File: config.mk
export PLATFORM = sky130hd
export DESIGN_NAME = ama_pipe_adder
export DESIGN_NICKNAME = d
export VERILOG_FILES = /design/src/rtl/ama_pkg.sv /design/src/rtl/ama_pipe_seg.sv /design/src/rtl/ama_pipe_adder.sv
export SDC_FILE = /design/constraint.sdc
export NUM_CORES = 1
export LEC_CHECK = 0
export ABC_AREA = 1
export CORE_MARGIN = 1.5
export CORE_UTILIZATION = 45
export DETAILED_ROUTE_END_ITERATION = 16
export PLACE_DENSITY = 0.73
export SLEW_MARGIN = 20
export SYNTH_ARGS = -nofsm -noshare
export SYNTH_HDL_FRONTEND = slang
export SYNTH_SLANG_ARGS = --single-unit
File: constraint.sdc
create_clock -name clk -period 5.33 [get_ports clk]
set_clock_uncertainty 0.1 [all_clocks]
set_input_delay 1.3325 -clock clk [delete_from_list [all_inputs] [get_ports clk]]
set_output_delay 1.3325 -clock clk [all_outputs]
set_load 0.02 [all_outputs]
File: src/rtl/ama_pkg.sv
// Shared definitions for the pipelined approximate adder.
//   - mode encodings carried with every transaction
//   - segment-width helper used to slice operands per stage
//   - per-stage control payload; the matching sum/operand vectors travel
//     alongside it in WIDTH-wide registers owned by each segment
package ama_pkg;

  localparam logic MODE_EXACT  = 1'b0;
  localparam logic MODE_APPROX = 1'b1;

  // Control part of a stage payload: occupancy, mode and the segment carry.
  typedef struct packed {
    logic valid;
    logic mode;
    logic carry;
  } stage_ctl_t;

  // Width of one carry segment.
  function automatic int seg_width(input int width, input int stages);
    return width / stages;
  endfunction

endpackage

File: src/rtl/ama_pipe_seg.sv
// One registered carry segment of the pipelined approximate adder.
// Ports:
//   clk, rst           clock and synchronous active-high reset
//   adv                load enable: this stage takes the upstream payload
//   ctl_in / ctl_out   valid, mode and carry entering / leaving the segment
//   sum_in / sum_out   partial sum; bits below this segment already final
//   a_in,b_in/a_out,b_out operands, passed on for the segments above
// Segment SEG owns bits [(SEG+1)*W/S-1 : SEG*W/S]. In approx mode any bit
// with absolute index below APPROX_BITS is produced as a|b and takes no
// part in the carry chain; the LOA carry a[A-1]&b[A-1] re-enters the exact
// adder at bit APPROX_BITS, whichever segment that bit lives in.
module ama_pipe_seg
  import ama_pkg::*;
#(
  parameter int WIDTH       = 16,
  parameter int APPROX_BITS = 4,
  parameter int STAGES      = 2,
  parameter int SEG         = 0
) (
  input  logic             clk,
  input  logic             rst,
  input  logic             adv,
  input  stage_ctl_t       ctl_in,
  input  logic [WIDTH-1:0] sum_in,
  input  logic [WIDTH-1:0] a_in,
  input  logic [WIDTH-1:0] b_in,
  output stage_ctl_t       ctl_out,
  output logic [WIDTH-1:0] sum_out,
  output logic [WIDTH-1:0] a_out,
  output logic [WIDTH-1:0] b_out
);

  localparam int SW   = seg_width(WIDTH, STAGES);
  localparam int LO   = SEG * SW;
  localparam int HI   = LO + SW - 1;
  localparam int AIDX = (APPROX_BITS > 0) ? APPROX_BITS - 1 : 0;
  // LOA carry lands strictly inside this segment
  localparam bit INJ_HERE = (APPROX_BITS > LO) && (APPROX_BITS <= HI);
  // LOA carry leaves through this segment's carry-out
  localparam bit BND_OUT  = (APPROX_BITS == HI + 1);
  // segment starts inside the approximate region: incoming carry is dead
  localparam bit CIN_KILL = (APPROX_BITS > LO);
  localparam int INJ_POS  = INJ_HERE ? APPROX_BITS - LO : 0;

  logic          approx_s;
  logic [SW-1:0] seg_a_s;
  logic [SW-1:0] seg_b_s;
  logic [SW-1:0] mask_s;
  logic [SW-1:0] ea_s;
  logic [SW-1:0] eb_s;
  logic [SW:0]   inj_s;
  logic          cin_s;
  logic          loa_c_s;
  logic [SW:0]   add_s;
  logic [SW-1:0] psum_s;
  logic          cout_s;
  logic [WIDTH-1:0] nxt_sum_s;

  stage_ctl_t       ctl_r;
  logic [WIDTH-1:0] sum_r;
  logic [WIDTH-1:0] a_r;
  logic [WIDTH-1:0] b_r;

  // Segment adder: exact add on unmasked bits, OR on masked bits.
  always_comb begin
    approx_s = (ctl_in.mode == MODE_APPROX);
    seg_a_s  = a_in[HI:LO];
    seg_b_s  = b_in[HI:LO];
    mask_s   = {SW{1'b0}};
    for (int j = 0; j < SW; j++) begin
      mask_s[j] = approx_s && ((LO + j) < APPROX_BITS);
    end
    loa_c_s = a_in[AIDX] & b_in[AIDX];
    inj_s   = {(SW+1){1'b0}};
    if (approx_s && INJ_HERE) begin
      inj_s[INJ_POS] = loa_c_s;
    end else begin
      inj_s = {(SW+1){1'b0}};
    end
    if (approx_s && CIN_KILL) begin
      cin_s = 1'b0;
    end else begin
      cin_s = ctl_in.carry;
    end
    ea_s   = seg_a_s & ~mask_s;
    eb_s   = seg_b_s & ~mask_s;
    // masked bits are zero in ea/eb and cin is dead there, so no carry
    // can be generated below the injection point
    add_s  = {1'b0, ea_s} + {1'b0, eb_s} + inj_s + {{SW{1'b0}}, cin_s};
    psum_s = (add_s[SW-1:0] & ~mask_s) | ((seg_a_s | seg_b_s) & mask_s);
    cout_s = add_s[SW] | (approx_s && BND_OUT && (a_in[HI] & b_in[HI]));
    nxt_sum_s         = sum_in;
    nxt_sum_s[HI:LO]  = psum_s;
  end

  // Stage register: cleared on reset, loaded when the stage advances.
  always_ff @(posedge clk) begin
    if (rst) begin
      ctl_r <= '{valid: 1'b0, mode: 1'b0, carry: 1'b0};
      sum_r <= {WIDTH{1'b0}};
      a_r   <= {WIDTH{1'b0}};
      b_r   <= {WIDTH{1'b0}};
    end else if (adv) begin
      ctl_r.valid <= ctl_in.valid;
      ctl_r.mode  <= ctl_in.mode;
      ctl_r.carry <= cout_s;
      sum_r       <= nxt_sum_s;
      a_r         <= a_in;
      b_r         <= b_in;
    end
  end

  assign ctl_out = ctl_r;
  assign sum_out = sum_r;
  assign a_out   = a_r;
  assign b_out   = b_r;

endmodule

File: src/rtl/ama_pipe_adder.sv
// Pipelined exact / lower-part-OR approximate adder.
// Ports:
//   clk, rst             clock, synchronous active-high reset
//   in_valid, in_ready   input handshake (in_ready combinational from out_ready)
//   a, b, cin            operands and carry-in (cin ignored in approx mode)
//   approx_en            1 = approximate, 0 = exact; travels with the data
//   out_valid, out_ready output handshake
//   sum, cout            registered result from the last segment
// Latency is STAGES cycles; each stage accepts when empty or when the stage
// after it advances, so bubbles collapse while the tail is stalled.
module ama_pipe_adder
  import ama_pkg::*;
#(
  parameter int WIDTH       = 16,
  parameter int APPROX_BITS = 4,
  parameter int STAGES      = 2
) (
  input  logic             clk,
  input  logic             rst,
  input  logic             in_valid,
  output logic             in_ready,
  input  logic [WIDTH-1:0] a,
  input  logic [WIDTH-1:0] b,
  input  logic             cin,
  input  logic             approx_en,
  output logic             out_valid,
  input  logic             out_ready,
  output logic [WIDTH-1:0] sum,
  output logic             cout
);

  stage_ctl_t       ctl_s [0:STAGES];
  logic [WIDTH-1:0] sum_s [0:STAGES];
  logic [WIDTH-1:0] a_s   [0:STAGES];
  logic [WIDTH-1:0] b_s   [0:STAGES];
  logic [STAGES-1:0] vld_s;
  logic [STAGES:0]   adv_s;
  logic              unused_s;

  assign ctl_s[0] = '{valid: in_valid, mode: approx_en, carry: cin};
  assign sum_s[0] = {WIDTH{1'b0}};
  assign a_s[0]   = a;
  assign b_s[0]   = b;

  for (genvar g = 0; g < STAGES; g++) begin : g_seg
    ama_pipe_seg #(
      .WIDTH       (WIDTH),
      .APPROX_BITS (APPROX_BITS),
      .STAGES      (STAGES),
      .SEG         (g)
    ) u_seg (
      .clk     (clk),
      .rst     (rst),
      .adv     (adv_s[g]),
      .ctl_in  (ctl_s[g]),
      .sum_in  (sum_s[g]),
      .a_in    (a_s[g]),
      .b_in    (b_s[g]),
      .ctl_out (ctl_s[g+1]),
      .sum_out (sum_s[g+1]),
      .a_out   (a_s[g+1]),
      .b_out   (b_s[g+1])
    );
    assign vld_s[g] = ctl_s[g+1].valid;
  end

  // Advance chain, evaluated from the output back towards the input.
  always_comb begin
    adv_s         = {(STAGES+1){1'b0}};
    adv_s[STAGES] = out_ready;
    for (int k = STAGES - 1; k >= 0; k--) begin
      adv_s[k] = !vld_s[k] || adv_s[k+1];
    end
  end

  assign in_ready  = adv_s[0];
  assign out_valid = ctl_s[STAGES].valid;
  assign sum       = sum_s[STAGES];
  assign cout      = ctl_s[STAGES].carry;

  // The last stage's copied operands and mode have no consumer.
  assign unused_s = ^{a_s[STAGES], b_s[STAGES], ctl_s[STAGES].mode};

endmodule

==> run metrics, run 1 <==
status complete, no violations; CP arrival 2710 ps; PostCTS Resize Cnt 0; largest family of logic cells by synthesized area simple AND/OR/NAND/NOR gates; Pre-antenna DRT Iters 4; Chip Height 77.5 µm; # DRC 0; CTS tree yes; RSZ-0062 raised after global routing no; DR vias/cell roughly 4.8; layout cells sized above 1 0.0377; clock latency at the later pin of the worst-skew pair 290 ps; DRT iter0 DRCs around 150; Synth Area in Adders 0.140; clock power share 0.308; post-synthesis xor/xnor area fraction 0.0105; flop and latch count out of synthesis 44; Total Routing Usage GR 0.178; CTS sink count 44; Switching Fraction 0.275; cells after synthesis 347; PD cells between 200 and 300 nW/µm²; Fmax ~240 MHz; Routed Antenna Nets 0; Lkg Pwr about 1.6 nW; Period minus WS final 4140 ps; Syn Std Cell Area 2500 µm²; CP Data Required Time 3900 ps; placed inst area 3060 µm²; multiplexer area fraction after synthesis 0; WL final 5020 µm; Clock Root Buffer clkbuf_8; final slew viol count 0; post-CTS setup buffer count 0; kind of critical path in2out; post-cts hold buffer count 0; Worst setup SP type input port; CP dominant cell by count clkdlybuf4s50_1; cell-internal power roughly 0.59 mW; CP cell instances clkdlybuf4s50_1, nor2_4, nand2_2, clkdlybuf4s50_1; area added between synthesis and finish 27.2%; Core Area between 5000 and 6000 µm²; wire per inst 10.7 µm; crit share post-route 0.777; largest net degree at the start of global routing 31; Congestion Overflow GR 0; boundary pin count 57; H-tree lvl count 2; Bufs on Longest Clock Path 2; cts bufs inserted 5; Worst Hold Class reg2reg; n_diodes 0; TNS Setup 0 ps; WP buf/inv 2; Initial Utilization 0.477; Syn. warnings 0; VDD IR max 0.157 mV; clk slew on worst S/H paths 80 ps; Slew HR 0.514; die width just under 80 µm; vias in the first global route 2076; FP Rows 26; Synthesized Nets just over 400; die area 6010 µm²; Hold Violations, Final 0; syn avg cell area between 7 and 8 µm²; Final nets 460; Worst setup EP type output port; Logic pwr share 0.235; Slew @ Worst Pin 727 ps; MaxCap Viol Count 0; P_sw 0.224 mW; post-synthesis compound-gate area fraction 0.132; power share of the sequential group 0.458; PortBufs 56; Synth Area in Simple Gates 0.249; GPL Wtd Cong 0.776; vias 2254; Final Cell Area 3180 µm²; first-pass GRT wire length 8670 µm; HPWL after DPL approximately 3800 µm; Critical Path Fanout Max 11; Crit path max-delay family buffers and inverters; Synth cell types 27; sequential fraction of the synthesis area 0.353; antenna violations before repair 0; Critical-path top delay cell clkdlybuf4s50_1; # setup viols final 0; Filler cells roughly 500; Worst path max stage delay 550 ps
cells by family after synthesis:
logic type / count (synthesis)
AOI/OAI and AO/OA: 63
buffers and inverters: 66
adders and majority gates: 25
and+or+nand+nor: 146
xor gates and xnor gates: 3
DFF: 44
path summary, 6_finish.rpt:
path         slack (ps)                              startpoint                                 endpoint  depth (start not counted)
max                1190                               out_ready                                 in_ready                          4
min                 370  g_seg[0].u_seg.sum_out[5]$_SDFFE_PP0P_   g_seg[1].u_seg.sum_out[5]$_SDFFE_PP0P_                          2
max reg2reg        3460  g_seg[0].u_seg.ctl_out[0]$_SDFFE_PP0P_  g_seg[1].u_seg.sum_out[12]$_SDFFE_PP0P_                         11
min reg2reg         370  g_seg[0].u_seg.sum_out[5]$_SDFFE_PP0P_   g_seg[1].u_seg.sum_out[5]$_SDFFE_PP0P_                          2
final cells by class:
cell class / count / area [µm²] / area share
tap: 70 / 87.6 / 0.0276
clock buffer: 5 / 68.8 / 0.0217
inverter: 52 / 198 / 0.0623
sequential: 44 / 881 / 0.277
multi-input combinational: 237 / 1330 / 0.419
clock inverter: 3 / 42.5 / 0.0134
timing repair buffer: 57 / 568 / 0.179
flip-flops by register name, summed over array words and instances, names as in the netlist:
register / flops
g_seg.u_seg.a_out: 8
g_seg.u_seg.sum_out: 24
g_seg.u_seg.b_out: 8
g_seg.u_seg.ctl_out: 4
through the flow:
stage	instances	hold WS, ps	utilization	worst slack (ps)	power [mW]
detailed placement	460	355	0.585	1180	0.570
global placement	460	339	0.585	1200	0.566
global route	468	401	0.606	1130	0.862
CTS	468	362	0.606	1180	0.819
finish	468	369	0.606	1190	0.812
floorplan	347	330	-	2010	0.496
power by group through the flow:
stage | combinational [mW] | sequential (mW) | clock (mW)
floorplan | 0.105 | 0.392 | 0
CTS | 0.192 | 0.372 | 0.255
global route | 0.214 | 0.376 | 0.273
finish | 0.191 | 0.372 | 0.250
global placement | 0.187 | 0.379 | 0
detailed placement | 0.190 | 0.380 | 0
per-layer routing:
| layer | vias to the layer above | wire [µm] | GRT usage |
|---|---|---|---|
| met1 | 1003 | 2440 | 0.233 |
| met4 | 0 | 38 | 0.0527 |
| met2 | 50 | 2340 | 0.299 |
| li1 | 1196 | - | - |
| met3 | 5 | 194 | 0.0294 |
| met5 | - | 0 | 0 |
synth_stat cells:
cell type  number  area (µm²)
or2_0           1        6.26
nand2_2         1        6.26
nand3b_1        6        45.0
buf_2           8        40.0
inv_4           1        6.26
o21ai_0        21         105
buf_6           2        22.5
ha_1           20         250
buf_4           3        22.5
or2_1           5        31.3
fa_1            5         100
o211ai_1        1        7.51
o21a_1          1        7.51
nand3_1        22         110
o211ai_2        1        12.5
nand2_1        74         278
xor2_1          1        8.76
nor2_1         36         135
a21oi_1        33         165
a211oi_1        1        7.51
xnor2_1         2        17.5
nor2_4          1        11.3
inv_2           2        7.51
clkbuf_1        1        3.75
o21ai_1         5        25.0
dfxtp_1        44         881
inv_1          49         184
layout by cell type (no fill, tap or decap), types with 2 or more instances in the layout:
cell type        Yosys  routed
o21ai_1              5       5
nand2_1             74      74
inv_1               49      49
or2_1                5       5
inv_2                2       2
o21ai_0             21      21
ha_1                20      20
xnor2_1              2       2
nor2_1              36      36
clkbuf_8             0       5
dfxtp_1             44      44
nand3_1             22      22
fa_1                 5       5
a21oi_1             33      33
clkdlybuf4s50_1      0      56
nand3b_1             6       6
worst reg2reg max path, cell delays in order, from the launching register on:
cell	delay [ps]
dfxtp_1	370
fa_1	240
inv_1	70
fa_1	400
inv_1	70
nand2_1	40
nand2_1	70
nand2_1	70
or2_1	200
nand3_1	70
nand3_1	60
inv_1	60
(Power assumes the default switching activity.)
==> run 2, diff against run 1 <==
clock period = 3.9 ns   (was 5.33 ns; I/O delays follow)
==> run 2 against run 1 <==
  * Via count is 0.13% lower
  * Combinational power is 38% higher
  * First-iteration DRC count is 35% lower
  * Highest routed layer unchanged
==> run metrics, run 2 (synthesis results as in run 1) <==
CP Data Required Time 2820 ps (was 3900 ps); FP Rows 26 (unchanged); cts bufs inserted 5 (unchanged); Worst setup EP type output port (unchanged); Total Routing Usage GR 0.178 (about the same); CTS tree yes (unchanged); Fmax 303 MHz; RSZ-0062 raised after global routing no (unchanged); post-CTS setup buffer count 0 (unchanged); Core Area 5240 µm² (unchanged); DR vias/cell 4.79 (was 4.82); crit share post-route 0.847; Pre-antenna DRT Iters 4 (unchanged); CP arrival 2230 ps (was 2710 ps); Clock Root Buffer clkbuf_8 (unchanged); max reg flops 24 (unchanged); Final nets 462 (was 460); Period minus WS final 3300 ps; placed inst area 3080 µm² (was 3060 µm²); layout cells sized above 1 0.0400 (was 0.0377); Slew HR 0.662 (was 0.514); wire per inst 10.6 µm (was 10.7 µm); # setup viols final 0 (unchanged); clk slew on worst S/H paths 80 ps (about the same); Critical Path Fanout Max 2 (was 11); Hold Violations, Final 0 (unchanged); GPL Wtd Cong 0.860 (was 0.776); P_sw 0.300 mW (was 0.224 mW); Worst Hold Class reg2reg (unchanged); largest net degree at the start of global routing 31 (unchanged); n_diodes 0 (unchanged); VDD IR max 0.264 mV (was 0.157 mV); Bufs on Longest Clock Path 2 (unchanged); Slew @ Worst Pin 506 ps (was 727 ps); # DRC 0 (unchanged); Logic pwr share 0.249 (was 0.235); WL final 5000 µm (was 5020 µm); kind of critical path in2out (unchanged); die area 6010 µm² (unchanged); cell-internal power 0.760 mW (was 0.589 mW); DRT iter0 DRCs 95 (was 146); vias in the first global route 2042 (was 2076); Chip Height 77.5 µm (unchanged); Finished Core Util 0.606 (about the same); CTS sink count 44 (unchanged); post-cts hold buffer count 0 (unchanged); antenna violations before repair 0 (unchanged); Final Cell Area 3170 µm² (was 3180 µm²); Congestion Overflow GR 0 (unchanged); MaxCap Viol Count 0 (unchanged); vias 2251 (was 2254); most common cell after layout, fill and taps aside nand2_1 (unchanged); HPWL after DPL 3810 µm (was 3790 µm); PortBufs 56 (unchanged); Switching Fraction 0.283 (was 0.275); boundary pin count 57 (unchanged); final slew viol count 0 (unchanged); clock power share 0.273 (was 0.308); Worst setup SP type input port (unchanged); PD cells 334 nW/µm² (was 256 nW/µm²); clock latency at the later pin of the worst-skew pair 290 ps (about the same); Initial Utilization 0.477 (unchanged); PostCTS Resize Cnt 0 (unchanged); commonest non-fill, non-tap cells in the layout nand2_1 (74), clkdlybuf4s50_1 (56), inv_1 (49) (unchanged); status complete, no violations (unchanged); TNS Setup 0 ps (unchanged); die width 77.5 µm (unchanged); Routed Antenna Nets 0 (unchanged); power share of the sequential group 0.479 (was 0.458); area added between synthesis and finish 27.1% (was 27.2%); first-pass GRT wire length 8720 µm (was 8670 µm); Lkg Pwr 1.57 nW (about the same); Pwr Total 1.06 mW (was 0.812 mW); H-tree lvl count 2 (unchanged); hold_ws 367 ps (was 369 ps)
-- run 2: area by class of cell --
cell class,instances,area [µm²]
fillers,511,2060
multi-input cells,237,1330
flip-flops and latches,44,881
repair buffers,59,583
inverters,52,198
well taps,70,87.6
clock buffers,7,86.3
clock inverters,1,7.51
-- run 2: worst max-delay path, stage by stage --
cell	delay [ps]
clkdlybuf4s50_1	500
nor2_4	50
nand2_2	90
clkdlybuf4s50_1	610
-- run 2: path summary, 6_finish.rpt --
| check | startpoint | end | slack (ps) | depth (start not counted) |
|---|---|---|---|---|
| min reg2reg | g_seg[0].u_seg.sum_out[5]$_SDFFE_PP0P_ | g_seg[1].u_seg.sum_out[5]$_SDFFE_PP0P_ | 370 | 2 |
| max reg2reg | g_seg[0].u_seg.ctl_out[0]$_SDFFE_PP0P_ | g_seg[1].u_seg.sum_out[14]$_SDFFE_PP0P_ | 2020 | 12 |
| min | g_seg[0].u_seg.sum_out[5]$_SDFFE_PP0P_ | g_seg[1].u_seg.sum_out[5]$_SDFFE_PP0P_ | 370 | 2 |
| max | out_ready | in_ready | 600 | 4 |
-- run 2: per-stage QoR --
step,setup slack (ps),cells
global route,376,470
detailed placement,309,462
CTS,600,470
global placement,345,462
floorplan,940,347
finish,598,470
-- run 2: power by group through the flow --
stage	Clock (mW)	Combinational (mW)	Sequential, mW
after floorplan	0	0.143	0.535
after global placement	0	0.258	0.517
after detailed placement	0	0.263	0.518
after CTS	0.298	0.265	0.508
after global routing	0.314	0.296	0.513
final	0.289	0.263	0.507
-- run 2: layer usage --
layer	global-route usage	wire, µm	share of wire	up-vias
li1	-	-	-	1202
met1	0.227	2430	0.49	1001
met2	0.307	2350	0.47	43
met3	0.0329	171	0.034	5
met4	0.0473	52	0.010	0
met5	0	0	0	-
==> run 3, diff against run 2 <==
PLACE_DENSITY = 0.76   (was 0.73)
clock period = 2.8 ns   (was 3.9 ns; I/O delays follow)
==> run 3 against run 2 <==
  * Routed wire length rose by 4.5%
  * Register-to-register slack got worse by 1100 ps
  * Sequential power rose by 39%
  * Hold slack got worse by 5.8 ps
  * Setup slack got worse by 510 ps
  * Clock-buffer cell count did not move
  * Flip-flop and latch count did not move
  * Power rose by 40%
  * Combinational power rose by 47%
  * Largest cell class unchanged
==> run metrics, run 3 (synthesis results as in run 1) <==
status complete, no violations (unchanged); Fmax 368 MHz; Final nets 471 (was 462); commonest non-fill, non-tap cells in the layout nand2_1 (74), clkdlybuf4s50_1 (55), inv_1 (49) (was nand2_1 (74), clkdlybuf4s50_1 (56), inv_1 (49)); Worst setup SP type input port (unchanged); # setup viols final 0 (unchanged); TNS Setup 0 ps (unchanged); RSZ-0062 raised after global routing no (unchanged); crit share post-route 0.970; post-CTS setup buffer count 0 (unchanged); Final Cell Area 3250 µm² (was 3170 µm²); HPWL after DPL 3970 µm (was 3810 µm); die width 77.5 µm (unchanged); Bufs on Longest Clock Path 2 (unchanged); vias in the first global route 2111 (was 2042); post-cts hold buffer count 0 (unchanged); clock power share 0.261 (was 0.273); Chip Height 77.5 µm (unchanged); power share of the sequential group 0.478 (was 0.479); largest net degree at the start of global routing 31 (unchanged); FP Rows 26 (unchanged); DRT iter0 DRCs 113 (was 95); hold_ws 361 ps (was 367 ps); Worst setup EP type output port (unchanged); VDD IR max 0.328 mV (was 0.264 mV); clock latency at the later pin of the worst-skew pair 300 ps (was 290 ps); PostCTS Resize Cnt 0 (unchanged); first-pass GRT wire length 8880 µm (was 8720 µm); Hold Violations, Final 0 (unchanged); cell-internal power 1.05 mW (was 0.760 mW); # DRC 0 (unchanged); Place WS -249 ps (was 309 ps); n_diodes 0 (unchanged); final setup margin 83.0 ps (was 598 ps); DR vias/cell 4.81 (was 4.79); WL final 5220 µm (was 5000 µm); Critical Path Fanout Max 2 (unchanged); Slew HR 0.762 (was 0.662); kind of critical path in2out (unchanged); PortBufs 56 (unchanged); Initial Utilization 0.477 (unchanged); P_sw 0.429 mW (was 0.300 mW); max reg flops 24 (unchanged); most common cell after layout, fill and taps aside nand2_1 (unchanged); CP Data Required Time 2000 ps (was 2820 ps); CTS sink count 44 (unchanged); cts bufs inserted 5 (unchanged); Slew @ Worst Pin 356 ps (was 506 ps); boundary pin count 57 (unchanged); Routed Antenna Nets 0 (unchanged); clk slew on worst S/H paths 80 ps (about the same); Worst Hold Class reg2reg (unchanged); layout cells sized above 1 0.0660 (was 0.0400); CTS tree yes (unchanged); H-tree lvl count 2 (unchanged); antenna violations before repair 0 (unchanged); Congestion Overflow GR 0 (unchanged); MaxCap Viol Count 0 (unchanged); Switching Fraction 0.290 (was 0.283); GPL Wtd Cong 0.834 (was 0.860); PD cells 456 nW/µm² (was 334 nW/µm²); Core Area 5240 µm² (unchanged); Clock Root Buffer clkbuf_8 (unchanged); Logic pwr share 0.261 (was 0.249); area added between synthesis and finish 30.0% (was 27.1%); placed inst area 3140 µm² (was 3080 µm²); Lkg Pwr 1.62 nW (was 1.57 nW); wire per inst 10.9 µm (was 10.6 µm); die area 6010 µm² (unchanged); Total Routing Usage GR 0.180 (was 0.178); vias 2304 (was 2251); CP arrival 1920 ps (was 2230 ps); Pre-antenna DRT Iters 4 (unchanged); Period minus WS final 2720 ps; final slew viol count 0 (unchanged)
[run 3: cell types whose count changed in the layout (fill, tap and decap cells not counted), sizes merged]
cell           previous run  this run
buf                       3        12
clkdlybuf4s50            56        55
clkinv                    0         1
clkinvlp                  1         0
dlymetal6s2s              0         1
[run 3: path summary, 6_finish.rpt]
path / slack, ps / startpoint / endpoint / cells past startpoint
setup reg to reg: 900 / g_seg[0].u_seg.a_out[8]$_SDFFE_PP0P_ / g_seg[1].u_seg.sum_out[12]$_SDFFE_PP0P_ / 11
setup / recovery: 80 / out_ready / in_ready / 4
hold reg to reg: 360 / g_seg[0].u_seg.sum_out[5]$_SDFFE_PP0P_ / g_seg[1].u_seg.sum_out[5]$_SDFFE_PP0P_ / 2
hold / removal: 360 / g_seg[0].u_seg.sum_out[5]$_SDFFE_PP0P_ / g_seg[1].u_seg.sum_out[5]$_SDFFE_PP0P_ / 2
[run 3: power groups by stage]
| stage | logic (mW) | registers (mW) | clock network (mW) |
|---|---|---|---|
| 2_1_floorplan | 0.200 | 0.746 | 0 |
| 3_3_place_gp | 0.374 | 0.720 | 0 |
| 3_5_place_dp | 0.383 | 0.722 | 0 |
| 4_1_cts | 0.385 | 0.708 | 0.396 |
| 5_1_grt | 0.434 | 0.714 | 0.417 |
| 6_report | 0.386 | 0.707 | 0.387 |
[run 3: layout make-up]
type / count / area, µm²
clock buffer: 7 / 76.3
sequential: 44 / 881
inverter: 52 / 198
timing repair buffer: 68 / 658
tap: 70 / 87.6
multi-input combinational: 237 / 1340
fill: 479 / 1990
clock inverter: 1 / 8.76
[run 3: critical path, stage by stage]
cell and delay [ps]:
clkdlybuf4s50_1 500, nor2_4 50, nand2_2 70, clkdlybuf4s50_1 600
[run 3: layer usage]
metal  track usage  share of wire
met1         0.231           0.47
met4        0.0418              0
met5             0              0
met3        0.0376          0.049
met2         0.310           0.48
[run 3: metrics by stage]
| stage | util | std cells | power [mW] |
|---|---|---|---|
| finish | 0.620 | 479 | 1.48 |
| global route | 0.620 | 479 | 1.57 |
| detailed placement | 0.599 | 470 | 1.10 |
| global placement | 0.599 | 470 | 1.09 |
| CTS | 0.616 | 478 | 1.49 |
| floorplan | - | 347 | 0.945 |
==> RTL edit: new RTL, settings of run 2 <==
Reset style: asynchronous (`rst`), changed in one clocked block. Comments in the files are not updated.
--- a/src/rtl/ama_pipe_seg.sv
+++ b/src/rtl/ama_pipe_seg.sv
@@ -95,5 +95,5 @@
 
   // Stage register: cleared on reset, loaded when the stage advances.
-  always_ff @(posedge clk) begin
+  always_ff @(posedge clk or posedge rst) begin
     if (rst) begin
       ctl_r <= '{valid: 1'b0, mode: 1'b0, carry: 1'b0};
Behaviour: differs if rst is asserted again (counterexample within 4 cycles, from zero or initial values and one cycle with rst high); with rst held inactive, the same outputs for 10 cycles.
==> RTL edit against run 2 <==
  * Register-to-register slack worse by 0.13 ns
  * First-iteration DRC count is 46% higher
  * Combinational power is 82% higher
  * Power is 33% higher
  * Area after synthesis is 3.0% higher
  * Setup slack better by 0.054 ns
  * Cell area is 4.6% higher
  * Sequential cell count stayed put
  * Global-route usage is 1.7 points higher
  * Wire length is 9.3% higher
  * Largest cell class unchanged
  * Count of clock-buffer cells in the layout is 2 lower
  * Non-clock buffer count is 1 higher
  * Cell count is 0.85% lower
  * Fmax is 1.7% higher
==> RTL edit: results (changes against run 2) <==
----------------------------------------------------
[Place]
  Worst setup timing slack at the placement stage ... 0.5750 ns (was 0.3091 ns)
  Detailed Place HPWL ... 4131 um (was 3808 um)
  Standard cell area after detailed placement ... 0.003207 mm^2 (was 0.003079 mm^2)
  RePlAce Congestion ... 0.8242 (was 0.8595)

[Setup path]
  Length in cells of the worst reg-to-reg path ... 10 (was 12)
  Worst setup slack for register-to-register paths ... 1.89 ns (was 2.02 ns)
  Source of the critical timing path ... out_ready (unchanged)
  Crit Reg-Reg Endpoint ... g_seg[1].u_seg.sum_out[12] (was g_seg[1].u_seg.sum_out[14])
  Beginning of the worst register-to-register path ... g_seg[0].u_seg.ctl_out[0] (unchanged)
  Data arrival time of the critical path ... 2.17 ns (was 2.23 ns)

[Route]
  Initial DRT Pass Iterations ... 5 (was 4)
  Iteration-0 DRC Markers ... 139 (was 95)
  Post-detailed-routing wire length ... 5463 um (was 4998 um)
  Via count normalized by instance count ... 4.773 (was 4.789)

[Worst hold path]
  Hold Path Origin ... g_seg[0].u_seg.sum_out[5] (unchanged)
  Worst hold endpoint ... g_seg[1].u_seg.sum_out[5] (unchanged)
  Cell depth of the worst hold path ... 2 (unchanged)

[Finish]
  Number of flip-flops in the largest register ... 24 (unchanged)
  Final instance count without filler cells ... 466 (was 470)
  NumNets Final ... 456 (was 462)
  Fill cell count ... 519 (was 511)
  Proportion of layout cells with a drive suffix above 1 ... 0.05330 (was 0.04000)

[Synth]
  Ys async rst share ... 1.000 (was 0)
  Top_reg_cell synth ... dfrtp_1 (was dfxtp_1)
  Unique cell type count in the Yosys netlist ... 22 (was 27)
  Net Count, Synth ... 398 (was 410)
  Synth top cells by count ... 135 x nand2_1, 44 x dfrtp_1, 44 x inv_1, 23 x nand3_1, 20 x ha_1 (was 74 x nand2_1, 49 x inv_1, 44 x dfxtp_1, 36 x nor2_1, 33 x a21oi_1)
  Syn Inst Count ... 335 (was 347)
  Leading cell types by total area after synthesis ... dfrtp_1 43%, nand2_1 20%, ha_1 9.7% (was dfxtp_1 35%, nand2_1 11%, ha_1 10%)
  Sequential fraction of the synthesis area ... 0.4280 (was 0.3527)

[Clock tree]
  Buffers inserted during post-CTS setup optimization ... 0 (unchanged)
  PostCTS Resize Cnt ... 0 (unchanged)

[Global route]
  Pin count of the biggest net entering global routing ... 33 (was 31)
  Total routing usage reported by global routing ... 0.1952 (was 0.1778)
  Via count of the first global-routing pass ... 2,166 (was 2,042)
  First-pass GRT wire length ... 9494 um (was 8721 um)

[STA]
  Post-route worst hold slack ... 0.3651 ns (was 0.3668 ns)
  Relative max-transition margin ... 0.5241 (was 0.6619)
  Crit share post-route ... 0.8329 (was 0.8468)

[Power]
  Leakage ... 1.768 nW (was 1.566 nW)
  Maximum ir drop on the vdd rail ... 184.9 uV (was 264.0 uV)

[Outcome]
  Run status ... finished clean (unchanged)

----------------------------------------------------
[RTL edit: cell count changes in the layout (fill, tap and decap cells not counted), sizes merged, moves of 2 or more]
cell	delta
a31oi	+2
dfrtp	+44
clkbuf	-2
o211ai	-2
xnor2	-2
a21oi	-27
nor2	-17
nand2	+60
inv	-8
or2	+2
dfxtp	-44
o21ai	-15
[RTL edit: cell families after synthesis]
| group | share of synthesized area |
|---|---|
| adder cells (fa/ha/maj) | 0.1362 |
| AO/OA/AOI/OAI | 0.04426 |
| AND/OR/NAND/NOR | 0.3093 |
| flip-flops | 0.4280 |
| buffers and inverters | 0.08220 |
[RTL edit: cell type report]
type / count / area (um^2) / share of cell area
clock inverters: 3 / 42.54 / 0.01282
inverters: 44 / 165.2 / 0.04977
repair buffers: 60 / 590.6 / 0.1780
clock buffers: 5 / 68.82 / 0.02074
well taps: 72 / 90.09 / 0.02715
flip-flops and latches: 44 / 1101 / 0.3318
multi-input cells: 238 / 1260 / 0.3797
[RTL edit: routing by layer]
| metal | routed length [um] | global-route usage |
|---|---|---|
| met5 | 0 | 0 |
| met3 | 265 | 0.03256 |
| met1 | 2559 | 0.2570 |
| met2 | 2578 | 0.3328 |
| met4 | 59 | 0.04821 |
[RTL edit: worst min-delay path, cell delays in order, from the launching register on]
cell     delay [ns]
dfrtp_1        0.35
nand2_1        0.05
nand2_1        0.04
[RTL edit: report_power, final]
group	switching (mW)	leakage, nW	total, mW	internal [mW]
sequential	0.0494	0.520	0.587	0.538
clock	0.158	0.0541	0.348	0.190
combinational	0.258	1.19	0.479	0.221
total	0.466	1.77	1.41	0.948
